## src/rtl/arb_pkg.sv

```systemverilog
// Shared definitions for the round-robin shared-register arbiter:
// FSM state encoding, default sizing and the pointer-width helper.
package arb_pkg;

  localparam int DEF_N = 4;
  localparam int DEF_W = 8;

  typedef enum logic {
    IDLE  = 1'b0,
    GRANT = 1'b1
  } state_t;

  // Width of a requester index; a single requester still needs one bit.
  function automatic int ptr_w(input int n);
    return (n > 1) ? $clog2(n) : 1;
  endfunction

endpackage

```

## src/rtl/rr_pick.sv

```systemverilog
// Combinational round-robin picker: the first set req bit at or above ptr,
// wrapping from N-1 back to 0.
module rr_pick
  import arb_pkg::*;
#(
  parameter int N = DEF_N,
  parameter int PW = ptr_w(N)
) (
  input  logic [N-1:0]  req,
  input  logic [PW-1:0] ptr,
  output logic [N-1:0]  winner,
  output logic [PW-1:0] idx,
  output logic          valid
);

  int c;

  always_comb begin
    winner = '0;
    idx    = '0;
    valid  = 1'b0;
    c      = 0;
    for (int k = 0; k < N; k++) begin
      c = (int'(ptr) + k) % N;
      if (!valid && req[c[PW-1:0]]) begin
        valid             = 1'b1;
        idx               = c[PW-1:0];
        winner[c[PW-1:0]] = 1'b1;
      end
    end
  end

endmodule

```

## src/rtl/shared_reg_arbiter.sv

```systemverilog
// N requesters compete round-robin for one W-bit register; each granted
// write commits (or is cancelled/withdrawn) one cycle after the grant.
module shared_reg_arbiter
  import arb_pkg::*;
#(
  parameter int N = DEF_N,
  parameter int W = DEF_W
) (
  input  logic           clk,
  input  logic           rst,
  input  logic [N-1:0]   req,
  input  logic [N*W-1:0] wr_data,
  input  logic           clr,
  output logic [N-1:0]   gnt,
  output logic           ack,
  output logic [W-1:0]   q,
  output logic           busy
);

  localparam int PW = ptr_w(N);

  state_t        state, state_nxt;
  logic [N-1:0]  gnt_nxt;
  logic [PW-1:0] win, win_nxt;
  logic [PW-1:0] ptr, ptr_nxt;
  logic          ack_nxt;
  logic          q_ld, q_clr;

  logic [N-1:0]  pick_oh;
  logic [PW-1:0] pick_idx;
  logic          pick_vld;

  rr_pick #(.N(N), .PW(PW)) u_pick (
    .req    (req),
    .ptr    (ptr),
    .winner (pick_oh),
    .idx    (pick_idx),
    .valid  (pick_vld)
  );

  always_ff @(posedge clk or negedge rst) begin
    if (!rst) begin
      state <= IDLE;
      gnt   <= '0;
      win   <= '0;
      ptr   <= '0;
      ack   <= 1'b0;
    end else begin
      state <= state_nxt;
      gnt   <= gnt_nxt;
      win   <= win_nxt;
      ptr   <= ptr_nxt;
      ack   <= ack_nxt;
    end
  end

  always_comb begin
    state_nxt = state;
    gnt_nxt   = '0;
    win_nxt   = win;
    ptr_nxt   = ptr;
    ack_nxt   = 1'b0;
    q_ld      = 1'b0;
    q_clr     = clr;
    case (state)
      IDLE: begin
        if (pick_vld) begin
          state_nxt = GRANT;
          gnt_nxt   = pick_oh;
          win_nxt   = pick_idx;
        end
      end
      GRANT: begin
        // Every exit advances the pointer, even when the write is dropped.
        state_nxt = IDLE;
        ptr_nxt   = (win == PW'(N - 1)) ? '0 : win + 1'b1;
        if (!clr && req[win]) begin
          q_ld    = 1'b1;
          ack_nxt = 1'b1;
        end
      end
      default: state_nxt = IDLE;
    endcase
  end

  // Shared register: clear has priority over a granted write.
  always_ff @(posedge clk or negedge rst) begin
    if (!rst)       q <= '0;
    else if (q_clr) q <= '0;
    else if (q_ld)  q <= wr_data[int'(win)*W +: W];
  end

  assign busy = (state == GRANT);

endmodule

```

## config.mk

```make
export PLATFORM = sky130hd
export DESIGN_NAME = shared_reg_arbiter
export DESIGN_NICKNAME = d
export VERILOG_FILES = /design/src/rtl/arb_pkg.sv /design/src/rtl/rr_pick.sv /design/src/rtl/shared_reg_arbiter.sv
export SDC_FILE = /design/constraint.sdc
export NUM_CORES = 1
export LEC_CHECK = 0
export CAP_MARGIN = 10
export CORE_MARGIN = 2
export CORE_UTILIZATION = 45
export DETAILED_ROUTE_END_ITERATION = 12
export HOLD_SLACK_MARGIN = 0.06
export PLACE_DENSITY = 0.79
export SKIP_LAST_GASP = 1
export SLEW_MARGIN = 10
export SYNTH_ARGS = -nofsm -noshare
export SYNTH_HDL_FRONTEND = slang
export SYNTH_SLANG_ARGS = --single-unit
```

## constraint.sdc

```tcl
create_clock -name clk -period 3.1 [get_ports clk]
set_clock_uncertainty 0.1 [all_clocks]
set_input_delay 0.465 -clock clk [delete_from_list [all_inputs] [get_ports clk]]
set_output_delay 0.465 -clock clk [all_outputs]
set_load 0.005 [all_outputs]
```

# Word-level counts from Yosys, hierarchy flattened
# Cells that the tools add are included.
dict set report op_classes {
  n_addsub 4
  n_lt_le_gt_ge 9
  n_eq_ne 1
  shift 1
  mux 39
  n_bitwise 4
  n_reduce_logical 14
}
# op count
set ops {}
lappend ops {{32-bit by 6-bit variable part select with 8-bit output} 1}
lappend ops {{4-bit two-way mux} 6}
lappend ops {{1-bit two-way mux} 16}
lappend ops {{8-bit two-way mux} 2}
lappend ops {{2-bit by 3-bit < comparator with 1-bit output, second input constant} 5}
lappend ops {{4-bit bitwise OR} 3}
lappend ops {{1-bit binary-select mux with 2-bit select} 5}
lappend ops {{2-bit two-way mux} 5}
lappend ops {{1-bit demux with 2-bit select} 4}
lappend ops {{2-bit by 1-bit >= comparator with 1-bit output, second input constant} 4}
lappend ops {{1-bit logical AND} 8}
lappend ops {{2-bit by 1-bit adder with 2-bit output, second input constant} 2}
lappend ops {{2-bit adder, second input constant} 2}
lappend ops {{1-bit zero test} 4}
lappend ops {{2-bit == test, second input constant} 1}
lappend ops {{1-bit one-hot mux with 2 select lines} 1}
lappend ops {{2-bit AND reduction} 1}
lappend ops {{2-bit nonzero test} 1}
lappend ops {{1-bit NOT} 1}
dict set report word_totals {
  register_bits 18
  inputBits 39
  out_inout_bits 14
  wordCells 78
}

# Logic depth before layout (Yosys ltp)
# Gate-level depths: netlist of run 1.
dict set report logic_depth {
  ltp_word 14
  mapped_depth 9
}

# Hierarchy
# A second synthesis of run 1 with hierarchy kept.
dict set report hier_totals {
  hier_cells 106
  area_unflattened_um2 1366.3
}
# module instances cells_each area_per_inst_um2 seq_area_each_um2
set modules_own_cells {}
lappend modules_own_cells {shared_reg_arbiter 1 61 947.2 450.4}
lappend modules_own_cells {rr_pick 1 45 419.2 0.0}

# Worst setup path before layout of run 1
# Ideal clock, no wire load.
dict set report synth_timing {
  kind {reg2reg}
  start {reg ptr[0]}
  end {reg gnt[0]}
  arrival_ns 2.490
  required_time_ns 2.923
  slack_ns 0.432
  stages_incl_launch_ff 10
  path_buffers 2
  period_less_slack_ns 2.668
  cell_sequence {dfrtp_1 > buf_6 > clkinv_1 > ha_1 > clkbuf_1 > mux2_2 > mux2i_1 > o211ai_1 > a41o_1 > a21oi_1}
}
dict set report synth_via {
  elab_chain_cells 14
  word_cells_on_any_way 50
}
# element line
set synth_lines {}
lappend synth_lines {{start, declared} shared_reg_arbiter.sv:25} ;# logic [PW-1:0] ptr, ptr_nxt;
lappend synth_lines {{start signal, assigned} shared_reg_arbiter.sv:52} ;# ptr <= ptr_nxt;
lappend synth_lines {{parallel branches: the longest is 12 deep, another holds 2-bit by 3-bit < comparator with 1-bit output} n/a}
lappend synth_lines {{4-bit two-way mux (*)} shared_reg_arbiter.sv:67} ;# if (pick_vld) begin
lappend synth_lines {{4-bit two-way mux (*)} shared_reg_arbiter.sv:65} ;# case (state)
lappend synth_lines {{named net gnt_nxt[0]} shared_reg_arbiter.sv:23} ;# logic [N-1:0] gnt_nxt;
lappend synth_lines {{end signal, assigned} shared_reg_arbiter.sv:50} ;# gnt <= gnt_nxt;
lappend synth_lines {{end, declared} shared_reg_arbiter.sv:14} ;# output logic [N-1:0] gnt,
# Mark *: on every way through the listed nets, which the timed path passes. The select of a mux whose other input is x is not followed.
# A chain may end at the register's enable or synchronous reset.

# Worst setup path in the final report of run 1
dict set report layout_timing {
  start {reg ptr[1]}
  end {reg gnt[1]}
}
# The elaborated chain is that of the path after synthesis.

==> results of run 1 <==
==> where the power goes <==
group / internal (W) / total [W] / switching (W)
clock network: 0.0000715 / 0.000141 / 0.0000698
registers: 0.000324 / 0.000400 / 0.0000761
logic: 0.000580 / 0.00110 / 0.000522
==> how the worst min path moves through the flow <==
stage	startpoint	to
global route	q[5]	q[5]
global placement	q[7]	q[7]
detailed placement	q[7]	q[7]
finish	q[7]	q[7]
CTS	q[7]	q[7]
floorplan	rst	ack
==> state kept, by name, summed over array words and instances, names as in the netlist <==
register and flops:
q 8, gnt 4, ptr 2, win 2
ack 1, busy 1
==> layout by cell type (no fill, tap or decap), types with 5 or more instances in the layout <==
master           instances
clkdlybuf4s50_1         52
dfrtp_1                 18
mux4_2                  12
nand2_1                 12
ha_1                     9
a22o_1                   8
mux2i_1                  6
nor2_1                   6
a21oi_1                  6
mux2_2                   5
==> Yosys cell counts <==
| cell | instances | share of area (%) |
|---|---|---|
| a41o_1 | 4 | 2.7 |
| buf_2 | 3 | 1.0 |
| a22oi_1 | 3 | 1.5 |
| or2_2 | 1 | 0.43 |
| a311oi_1 | 1 | 0.60 |
| nand3b_1 | 1 | 0.52 |
| inv_1 | 4 | 1.0 |
| inv_2 | 1 | 0.26 |
| dfrtp_1 | 18 | 31 |
| o211ai_1 | 4 | 2.1 |
| or4_1 | 1 | 0.52 |
| mux4_1 | 1 | 1.8 |
| and2_1 | 2 | 0.86 |
| clkbuf_1 | 7 | 1.8 |
| nand3_1 | 4 | 1.4 |
| clkinv_1 | 1 | 0.26 |
| nor3_1 | 4 | 1.4 |
| nor2_1 | 6 | 1.5 |
| o22ai_1 | 1 | 0.43 |
| nand2b_1 | 1 | 0.43 |
| a21oi_1 | 6 | 2.1 |
| a21oi_2 | 1 | 0.60 |
| o21ai_0 | 4 | 1.4 |
| nand2_1 | 12 | 3.1 |
| ha_1 | 9 | 7.7 |
| a22o_1 | 8 | 4.8 |
| mux4_2 | 12 | 19 |
| nor4_1 | 1 | 0.43 |
| mux2i_1 | 6 | 4.1 |
| a32oi_1 | 1 | 0.60 |
| mux2_2 | 5 | 3.9 |
| buf_6 | 1 | 0.77 |
| a211oi_1 | 1 | 0.52 |
==> routing by layer <==
layer	track usage [%]	wire (microns)	vias to the layer above
met3	4.051	153	10
li1	-	-	620
met2	39.48	1986	44
met1	30.43	1547	666
met5	0	0	-
met4	9.938	114	0
==> worst max-delay path: stages (launching register included) <==
cell      delay [ns]
dfrtp_1         0.37
inv_1           0.14
ha_1            0.53
mux2_2          0.44
mux2i_1         0.27
o211ai_1        0.15
a41o_1          0.28
a21oi_1         0.17
==> metrics by stage <==
stage,total power (W),instances
2_1_floorplan,0.001152,135
3_3_place_gp,0.001468,224
3_5_place_dp,0.001497,224
4_1_cts,0.001645,228
5_1_grt,0.001780,228
6_report,0.001643,228
==> logic make-up after synthesis <==
logic type / after synthesis / synth area share, %
AOI/OAI and AO/OA: 34 / 17.34
adders and majority gates: 9 / 7.725
buffers and inverters: 17 / 5.149
DFF: 18 / 30.90
muxes: 24 / 28.33
and+or+nand+nor: 33 / 10.56
==> layout make-up <==
| cell class | instances | area [sq um] |
|---|---|---|
| clock buffers | 4 | 36.28 |
| fillers | 244 | 1031 |
| inverters | 6 | 22.52 |
| multi-input cells | 100 | 932.1 |
| flip-flops and latches | 18 | 450.4 |
| well taps | 44 | 55.05 |
| repair buffers | 56 | 550.5 |
==> run summary, run 1 <==
Synthesis-to-layout area growth -> 40.43%
Root buf cell -> clkbuf_4
Post-CTS setup buffer count -> 0
CP startpoint kind -> flip-flop
Hold path depth -> 1
DR vias -> 1340
GRT Util Overall -> 23.67%
Antenna violations before repair -> 0
Chip Width -> 60.92 microns
Critical Path Start -> ptr[1]
CTS resizes -> 0
Status -> complete, no violations
Final ANT Viol Nets -> 0
Power Dens Cells -> 802.8 mW/mm^2
Mean number of vias per cell -> 5.877
Gp weighted congestion -> 0.8279
DP Area -> 0.002011 sq mm
CTS buffer count -> 3
Die H -> 60.92 microns
First-pass DRT Iterations -> 4
Clock buffer depth -> 2
Unrepaired setup endpoints after global routing -> false
Achievable frequency -> 0.3953 GHz
Min-Delay Path Class -> reg -> reg
Min cycle time layout -> 2.530 ns
R2R Setup Slk -> 0.57 ns
Max-slew violations -> 0
WHS -> 0.4068 ns
Kind of critical path -> reg -> reg
Synth Cell Area -> 0.001458 sq mm
Clk Latency, worst-skew pair -> 0.29 ns
LEAKAGE -> 0.8334 nW
Global-route wire length before repair -> 6368 microns
Final worst slack -> 0.5702 ns
Input/output buffers -> 52
Worst-path clk slew -> 0.10 ns
Global route overflow -> 0
Row Count -> 20
Largest net degree at the start of global routing -> 22
Fin nets -> 233
Setup WS pre-CTS -> 0.5433 ns
Antenna diodes -> 0
Crit path required time -> 3.21 ns
Reg2reg path depth -> 7
Synthesized Nets -> 183
Post-layout util -> 66.50%
Synth warn -> 0
Post-synthesis sequential area ratio -> 30.90%
Unique cell type count in the Yosys netlist -> 33
Crit path DAT -> 2.64 ns
Area of the die -> 0.003711 sq mm
Sum Neg Setup Slack -> 0 ns
Period utilisation layout -> 81.61%
Slew @ Worst Pin -> 0.7989 ns
Worst reg2reg startpoint -> ptr[1]
Final hold vios -> 0
Starting DRT DRC Count -> 66
Share of cells above drive strength 1 -> 15.22%
IO Pins -> 53
Element type at the critical path end -> flip-flop
Maxcap violations -> 0
Final setup vio count -> 0
DPL Wire Length -> 2969 microns
RR Endpoint -> gnt[1]
Starting Density -> 47.36%
Design area -> 0.002047 sq mm
Drt wl/cell -> 16.68 microns
CTS tree -> built
CTS sink cnt -> 18
H-tree level count -> 1
Final wirelength -> 3802 microns
Crit Path Max Fanout -> 10
FF+latch count, synth -> 18
Post-route DRC -> 0
Max VDD drop -> 0.4656 mV
CORE AREA -> 0.003078 sq mm
Hold-fix buffers at CTS -> 0
Mean Syn Cell Area -> 10.80 sq um
Worst Setup EP -> gnt[1]
Synthesized instance count -> 135
Max_slew headroom -> 46.57%
Vias in the first global route -> 1274
(Power assumes the default switching activity.)
==> run 2, diff against run 1 <==
CORE_UTILIZATION = 40   (was 45)
PLACE_DENSITY = 0.74   (was 0.79)
clock period = 2.2 ns   (was 3.1 ns; I/O delays follow)
==> run summary, run 2 (synthesized netlist as in run 1, its figures left out) <==
Antenna violations before repair -> 0 (unchanged)
Final setup vio count -> 0 (unchanged)
CTS buffer count -> 3 (unchanged)
Sw Ratio -> 40.68% (about the same)
Commonest cells after routing, fill and taps aside -> clkdlybuf4s50_1, dfrtp_1, buf_4
Clock buffer depth -> 2 (unchanged)
Die H -> 64.37 microns (+5.7%)
Root buf cell -> clkbuf_4
DR vias -> 1401 (+4.6%)
Max VDD drop -> 0.7728 mV (+66%)
Worst-path clk slew -> 0.10 ns (about the same)
Max stage delay on crit path -> 0.45 ns (-0.08 ns)
LEAKAGE -> 0.9253 nW (+11%)
Max_slew headroom -> 77.24% (+31 points)
Share of cells above drive strength 1 -> 24.24% (+9.0 points)
Global route overflow -> 0 (unchanged)
Crit-path cells -> clkinv_8 -> ha_4 -> mux2_4 -> mux2i_4 -> o211ai_1 -> a41o_1 -> a21oi_1
Final worst slack -> 0.07661 ns (-0.4936 ns)
Maxcap violations -> 0 (unchanged)
Power Dens Cells -> 1182 mW/mm^2 (+47%)
Starting Density -> 42.67% (-4.7 points)
Largest net degree at the start of global routing -> 19 (-14%)
Final wirelength -> 4364 microns (+15%)
Mean number of vias per cell -> 5.742 (-2.3%)
Vias in the first global route -> 1443 (+13%)
Clock share of power -> 7.6% (-1.0 points)
Drt wl/cell -> 17.89 microns (+7.3%)
Commonest non-fill, non-tap cell in the layout -> clkdlybuf4s50_1
Combinational share of power -> 70.6% (+3.5 points)
Post-route DRC -> 0 (unchanged)
Hold-fix buffers at CTS -> 0 (unchanged)
R2R Setup Slk -> 0.08 ns (-0.49 ns)
Unrepaired setup endpoints after global routing -> true
Final ANT Viol Nets -> 0 (unchanged)
CP max stage cell -> dfrtp_2
DP Area -> 0.002153 sq mm (+7.1%)
P_sw -> 0.001073 W (+61%)
Sum Neg Setup Slack -> 0 ns (unchanged)
Max-slew violations -> 0 (unchanged)
Sequential power share -> 21.8% (-2.5 points)
Row Count -> 21 (+5.0%)
Internal -> 0.001565 W (+60%)
Crit path DAT -> 2.24 ns (-0.40 ns)
IO Pins -> 53 (unchanged)
Biggest regs -> q x8, gnt x4
Period utilisation layout -> 96.52% (+15 points)
CP startpoint kind -> flip-flop
CTS tree -> built
Largest Register -> q
CTS sink cnt -> 18 (unchanged)
Slew @ Worst Pin -> 0.3414 ns (-0.4575 ns)
Min cycle time layout -> 2.123 ns (-0.4064 ns)
Kind of critical path -> reg -> reg
Global-route wire length before repair -> 7134 microns (+12%)
Setup WS pre-CTS -> -0.05879 ns (-0.6021 ns)
Achievable frequency -> 0.4709 GHz (+19%)
Max FFs per register -> 8 (unchanged)
Fin nets -> 247 (+6.0%)
Chip Width -> 64.37 microns (+5.7%)
Clk Latency, worst-skew pair -> 0.29 ns (about the same)
Gp weighted congestion -> 0.9274 (+12%)
Status -> complete, no violations
First-pass DRT Iterations -> 4 (unchanged)
Starting DRT DRC Count -> 54 (-18%)
Antenna diodes -> 0 (unchanged)
Crit path required time -> 2.32 ns (-0.89 ns)
Input/output buffers -> 52 (unchanged)
Area of the die -> 0.004143 sq mm (+12%)
Design area -> 0.002232 sq mm (+9.0%)
WHS -> 0.2504 ns (-0.1564 ns)
Synthesis-to-layout area growth -> 53.13%
H-tree level count -> 1 (unchanged)
Min-Delay Path Class -> in -> async
Final hold vios -> 0 (unchanged)
Element type at the critical path end -> flip-flop
CORE AREA -> 0.003416 sq mm (+11%)
# fillers -> 270 (+11%)
DPL Wire Length -> 3547 microns (+19%)
GRT Util Overall -> 22.31% (-1.4 points)
Crit Path Max Fanout -> 6 (-4)
[run 2: layout make-up]
type | count | area (sq um) | area share (%)
clock buffers | 4 | 36.28 | 1.626
inverters | 6 | 35.03 | 1.570
multi-input cells | 100 | 978.4 | 43.83
flip-flops and latches | 18 | 451.7 | 20.24
well taps | 46 | 57.56 | 2.578
repair buffers | 70 | 673.1 | 30.16
[run 2: path summary, 6_finish.rpt]
| check | endpoint | cells after the start | from |
|---|---|---|---|
| min | q[5] | 2 | rst |
| max reg2reg | gnt[0] | 7 | ptr[0] |
| min in group clk | q[2] | 1 | q[2] |
| min reg2reg | q[2] | 1 | q[2] |
| max | gnt[0] | 7 | ptr[0] |
| max in group asynchronous | ptr[0] | 2 | rst |
[run 2: power by group through the flow]
stage,combinational [W],sequential [W],clock [W]
floorplan,0.00121,0.000540,0
global placement,0.00168,0.000575,0
detailed placement,0.00176,0.000584,0
CTS,0.00177,0.000579,0.000206
global route,0.00200,0.000593,0.000226
finish,0.00186,0.000575,0.000202
[run 2: what timing repair did]
action                                  CTS  global route
buffers inserted                          0             3
endpoints found under the setup margin    2             4
pin swaps                                 0             1
resized for setup                         1             3
[run 2: critical path: cells and delay by family (launching register included)]
family	cells	cell delay [ns]
AO/OA/AOI/OAI	3	0.60
adder cells (fa/ha/maj)	1	0.31
flip-flops	1	0.45
buffers and inverters	1	0.06
multiplexers	2	0.53
[run 2: per-stage QoR]
| step | utilization [%] | power (W) | cells |
|---|---|---|---|
| floorplan | - | 0.001752 | 135 |
| global placement | 63.04 | 0.002259 | 237 |
| detailed placement | 63.04 | 0.002346 | 237 |
| CTS | 64.14 | 0.002554 | 241 |
| global route | 65.35 | 0.002821 | 244 |
| finish | 65.35 | 0.002638 | 244 |
[run 2: routing by layer]
layer | wire (microns) | global-route usage, % | up-vias
li1 | - | - | 651
met1 | 1722 | 27.19 | 695
met2 | 2427 | 41.54 | 51
met3 | 164 | 2.465 | 4
met4 | 50 | 5.851 | 0
met5 | 0 | 0 | -
==> variant 1: new RTL, settings of run 2 <==
Change the package constant `DEF_W` from 8 to 10.
--- a/src/rtl/arb_pkg.sv
+++ b/src/rtl/arb_pkg.sv
@@ -3,7 +3,7 @@
 package arb_pkg;
 
   localparam int DEF_N = 4;
-  localparam int DEF_W = 8;
+  localparam int DEF_W = 10;
 
   typedef enum logic {
     IDLE  = 1'b0,
Interface: changed (resized q and wr_data); port bits go from 53 to 63. No check against the original RTL was run, so the function may have changed too.
==> variant 1 against run 2 <==
Sequential power up 5.7%. Critical path depth unchanged. Synthesized cell count down 16%. First-iteration DRC count up 9.3%. Hold slack about the same. Area after synthesis down 3.3%. Final area about the same. Count of clock-buffer cells in the layout unchanged. Utilization up 1.1 points. Total power down 2.8%. Routed wire length down 12%. Sequential cell count up 2. Worst setup slack better by 0.015 ns. Clock power up 3%. Highest routed layer unchanged.
==> variant 1: results (changes against run 2) <==
ranking of synthesized cells by area dfrtp_1 36%, mux4_2 24%, ha_1 8.0%; clock root cell clkbuf_4; CTS buffer count 3 (unchanged); CTS max path bufs 2 (unchanged); Hold WC Path Type input pin to async pin; CP Data Arrival Time 2.20 ns (-0.04 ns); syn nets 169 (-7.7%); Max FO, Critical Path 7 (+1); nets 243 (-1.6%); LEAKAGE 0.925 nW (about the same); fillcell total 266 (-1.5%); Reg clk slew, reported paths 0.11 ns; # H-tree levels 1 (unchanged); yosys warns 0 (unchanged); Placed Area 0.00217 sq mm (+0.93%); status complete, no violations; Total Routing Usage GR 20.8% (-1.5 points); vias in the first global route 1328 (-8.0%); wire length of the first global-routing pass 6.52 mm (-8.6%); Regs by FF count q (10), gnt (4); largest net degree at the start of global routing 21 (+2); drt pass-1 iters 4 (unchanged); share of cells above drive strength 1 21.5% (-2.7 points); via density per instance 5.54 (-3.5%); post-detail-place hpwl 3.05 mm (-14%); Synth async-reset ratio 100% (unchanged); Place WS -0.215 ns (-0.156 ns); Finish-stage setup viols 0 (unchanged); Final GP Congestion 0.824 (-11%); period utilization 95.8% (-0.69 points); number of port buffers 62 (+19%); Yosys cell types 27 (-18%); 1st-iter DRT viols 59 (+9.3%); Worst-Skew Late Latency about 0.3 ns; max_slew headroom 71.0% (-6.2 points); Diodes inserted 0 (unchanged); initial antenna violation count 0 (unchanged); Post-synth top cells 20 x dfrtp_1, 15 x mux4_2, 10 x a22o_1, 10 x a22oi_1, 9 x ha_1; flop2flop setup slack 0.09 ns (+0.02 ns); top_reg_cell synth dfrtp_1; WL final 3.85 mm (-12%); post-synthesis sequential area ratio 35.5% (+4.6 points); Peak supply drop 0.650 mV (-16%)
-- variant 1: cell types whose count changed in the layout (fill, tap and decap cells not counted), moves of 4 or more --
cell             delta
clkdlybuf4s50_1     +9
mux2i_1             -4
nand2_1             -6
a21oi_1             -6
a41o_1              -4
o21ai_1             +4
o211ai_1            -4
nand3_1             -4
a22oi_1             +7
-- variant 1: repair_timing --
action	CTS	global route
buffers inserted	0	2
resized for setup	0	5
setup endpoints to repair	0	4
-- variant 1: metrics by stage --
step           hold slack, ns  instances  setup TNS (ns)
6_report                0.251        232               0
5_1_grt                 0.261        232               0
4_1_cts                 0.249        230               0
3_5_place_dp            0.391        226           -1.41
3_3_place_gp            0.387        226          -0.596
2_1_floorplan         -0.0656        113         -0.0726
-- variant 1: cell type report --
type / count / area, sq um / share of cell area, %
multi-input combinational: 80 / 862 / 38.6
timing repair buffer: 78 / 759 / 34.0
sequential: 20 / 500 / 22.4
tap: 46 / 57.6 / 2.58
clock buffer: 4 / 36.3 / 1.62
inverter: 4 / 17.5 / 0.784
-- variant 1: path summary, 6_finish.rpt --
check,from,endpoint,cells after the start
worst max-delay path,ptr[1],win[1],7
worst min-delay path,rst,q[2],2
worst max register to register,ptr[1],win[1],7
worst min register to register,q[9],q[9],1
max in group asynchronous,rst,gnt[2],2
min in group clk,q[9],q[9],1
-- variant 1: kinds of logic after synthesis --
logic type	after synthesis	synth area share (%)
AO/OA/AOI/OAI	34	17.9
AND/OR/NAND/NOR	20	9.15
flip-flops	20	35.5
multiplexers	16	24.7
buffers and inverters	13	4.17
adder cells (fa/ha/maj)	9	7.99
XOR/XNOR	1	0.622
-- variant 1: routing by layer --
metal / global-route usage (%) / vias up / routed length, um / share of wire (%)
met5: 0 / - / 0 / 0
met4: 4.89 / 0 / 29 / 0.75
met3: 3.39 / 2 / 195 / 5.1
met2: 34.2 / 46 / 1910 / 49
met1: 28.8 / 643 / 1720 / 45
li1: - / 594 / - / -
-- variant 1: critical path: stages (launching register included) --
cell and delay [ns]:
dfrtp_1 0.42, inv_4 0.08, ha_4 0.31, mux4_2 0.32
nor4b_4 0.15, nor3b_2 0.15, nor4_1 0.37, o21ai_1 0.09
-- variant 1: power by group --
part | switching [mW] | total (mW) | internal (mW)
registers | 0.101 | 0.608 | 0.507
clock network | 0.107 | 0.208 | 0.101
logic | 0.761 | 1.75 | 0.986
==> variant 2: new RTL, flow settings as in run 2 <==
Made on the original files. Make the reset (`rst`) synchronous in 2 clocked blocks.
--- a/src/rtl/shared_reg_arbiter.sv
+++ b/src/rtl/shared_reg_arbiter.sv
@@ -38,7 +38,7 @@
     .valid  (pick_vld)
   );
 
-  always_ff @(posedge clk or negedge rst) begin
+  always_ff @(posedge clk) begin
     if (!rst) begin
       state <= IDLE;
       gnt   <= '0;
@@ -84,7 +84,7 @@
   end
 
   // Shared register: clear has priority over a granted write.
-  always_ff @(posedge clk or negedge rst) begin
+  always_ff @(posedge clk) begin
     if (!rst)       q <= '0;
     else if (q_clr) q <= '0;
     else if (q_ld)  q <= wr_data[int'(win)*W +: W];
Behaviour: differs if rst is asserted again (counterexample within 4 cycles, from zero or initial values and one cycle with rst low); with rst held inactive, the same outputs for 10 cycles.
==> variant 2 against run 2 <==
Area after synthesis fell by 13%. Routed wire length fell by 24%. Worst setup slack got worse by 0.029 ns. Synthesized cell count fell by 11%. Sequential cell count did not move. First-iteration DRC count fell by 54%. Hold slack improved by 0.11 ns. Critical path type unchanged. Final area fell by 8.0%.
Power is not compared: it rests on default switching activity, and its combinational part moved more than twofold at a synthesized area within 25%.
==> variant 2: results (changes against run 2) <==
WL final 3.32 mm (-24%); Hold WC Path Type flip-flop to flip-flop; Finish-stage setup viols 0 (unchanged); CTS hold repair buffers 0 (unchanged); Reg clk slew, reported paths 0.11 ns; Place WS -0.136 ns (-0.0769 ns); Synth async-reset ratio 0% (-100 points); metal3 WL 156 um (-4.9%); clock root cell clkbuf_4; via density per instance 5.23 (-9.0%); Post-synth top cells 18 x dfxtp_1, 13 x mux4_2, 10 x a21oi_1, 10 x nor2_1; ranking of synthesized cells by area dfxtp_1 28%, mux4_2 23%, mux2i_1 6.3%; # H-tree levels 1 (unchanged); wire length of the first global-routing pass 5.18 mm (-27%); Top delay family on crit path multiplexers; nets 235 (-4.9%); Worst path max stage delay 0.56 ns (+0.11 ns); vias in the first global route 1195 (-17%); Synth Instances 120 (-11%); Total Routing Usage GR 19.2% (-3.1 points); largest net degree at the start of global routing 17 (-2); CTS buffer count 3 (unchanged); LEAKAGE around 0.8 nW; post-synthesis compound-gate area fraction 13.0% (-4.4 points); Worst path slowest cell mux4_2; Yosys cell types 32 (-3.0%); max_slew headroom 72.1% (-5.1 points); top sig layer met4; syn nets 165 (-9.8%); adder-cell share of the synthesized area 5.93% (-1.8 points); status complete, no violations; M1 WL 1.32 mm (-23%); CTS max path bufs 2 (unchanged); mux cell area share after synthesis 31.3% (+2.9 points); initial antenna violation count 0 (unchanged); Peak supply drop between 0.3 and 0.4 mV; Worst-Skew Late Latency roughly 0.30 ns; met1 Use GR 21.1% (-6.1 points); routed wl met2 1.79 mm (-26%); 1st-iter DRT viols 25 (-54%); met3 usage 3.46% (+1.0 points); yosys warns 0 (unchanged); top_reg_cell synth dfxtp_1; share of cells above drive strength 1 28.0% (+3.8 points); Placed Area 0.00195 sq mm (-9.6%); post-detail-place hpwl 2.64 mm (-26%); post-synthesis sequential area ratio 28.5% (-2.4 points); Diodes inserted 0 (unchanged); drt pass-1 iters 4 (unchanged); Final GP Congestion 0.817 (-12%); Max FO, Critical Path 5 (-1); number of port buffers 52 (unchanged); CP Data Arrival Time 2.28 ns (+0.04 ns); Non-Filler Instances 233 (-4.5%); grt met2 use 36.2% (-5.4 points); Synth Area in XOR/XNOR 0% (unchanged); Placed Cells incl. Taps 224 (-5.5%); Regs by FF count q (8), gnt (4)
variant 2: repair_timing:
| item | in CTS | in global routing |
|---|---|---|
| buffers inserted | 0 | 5 |
| gates resized for setup | 1 | 9 |
| pin swaps | 1 | 6 |
| endpoints found under the setup margin | 3 | 7 |
variant 2: where the power goes:
part | leakage [nW] | switching, mW | internal (mW)
sequential | 0.148 | 0.0199 | 0.359
clock | 0.0210 | 0.104 | 0.101
combinational | 0.628 | 0.274 | 0.393
variant 2: final cells by class:
type / count / area, sq um
clock buffer: 4 / 36.3
fill: 242 / 973
inverter: 8 / 32.5
multi-input combinational: 86 / 873
sequential: 18 / 363
tap: 44 / 55.1
timing repair buffer: 73 / 694
variant 2: final timing paths:
path,from,endpoint,slack (ns),cells past startpoint
worst max-delay path,ptr[1],gnt[2],0.05,7
worst min register to register,q[5],q[5],0.36,2
worst max register to register,ptr[1],gnt[2],0.05,7
worst min-delay path,q[5],q[5],0.36,2
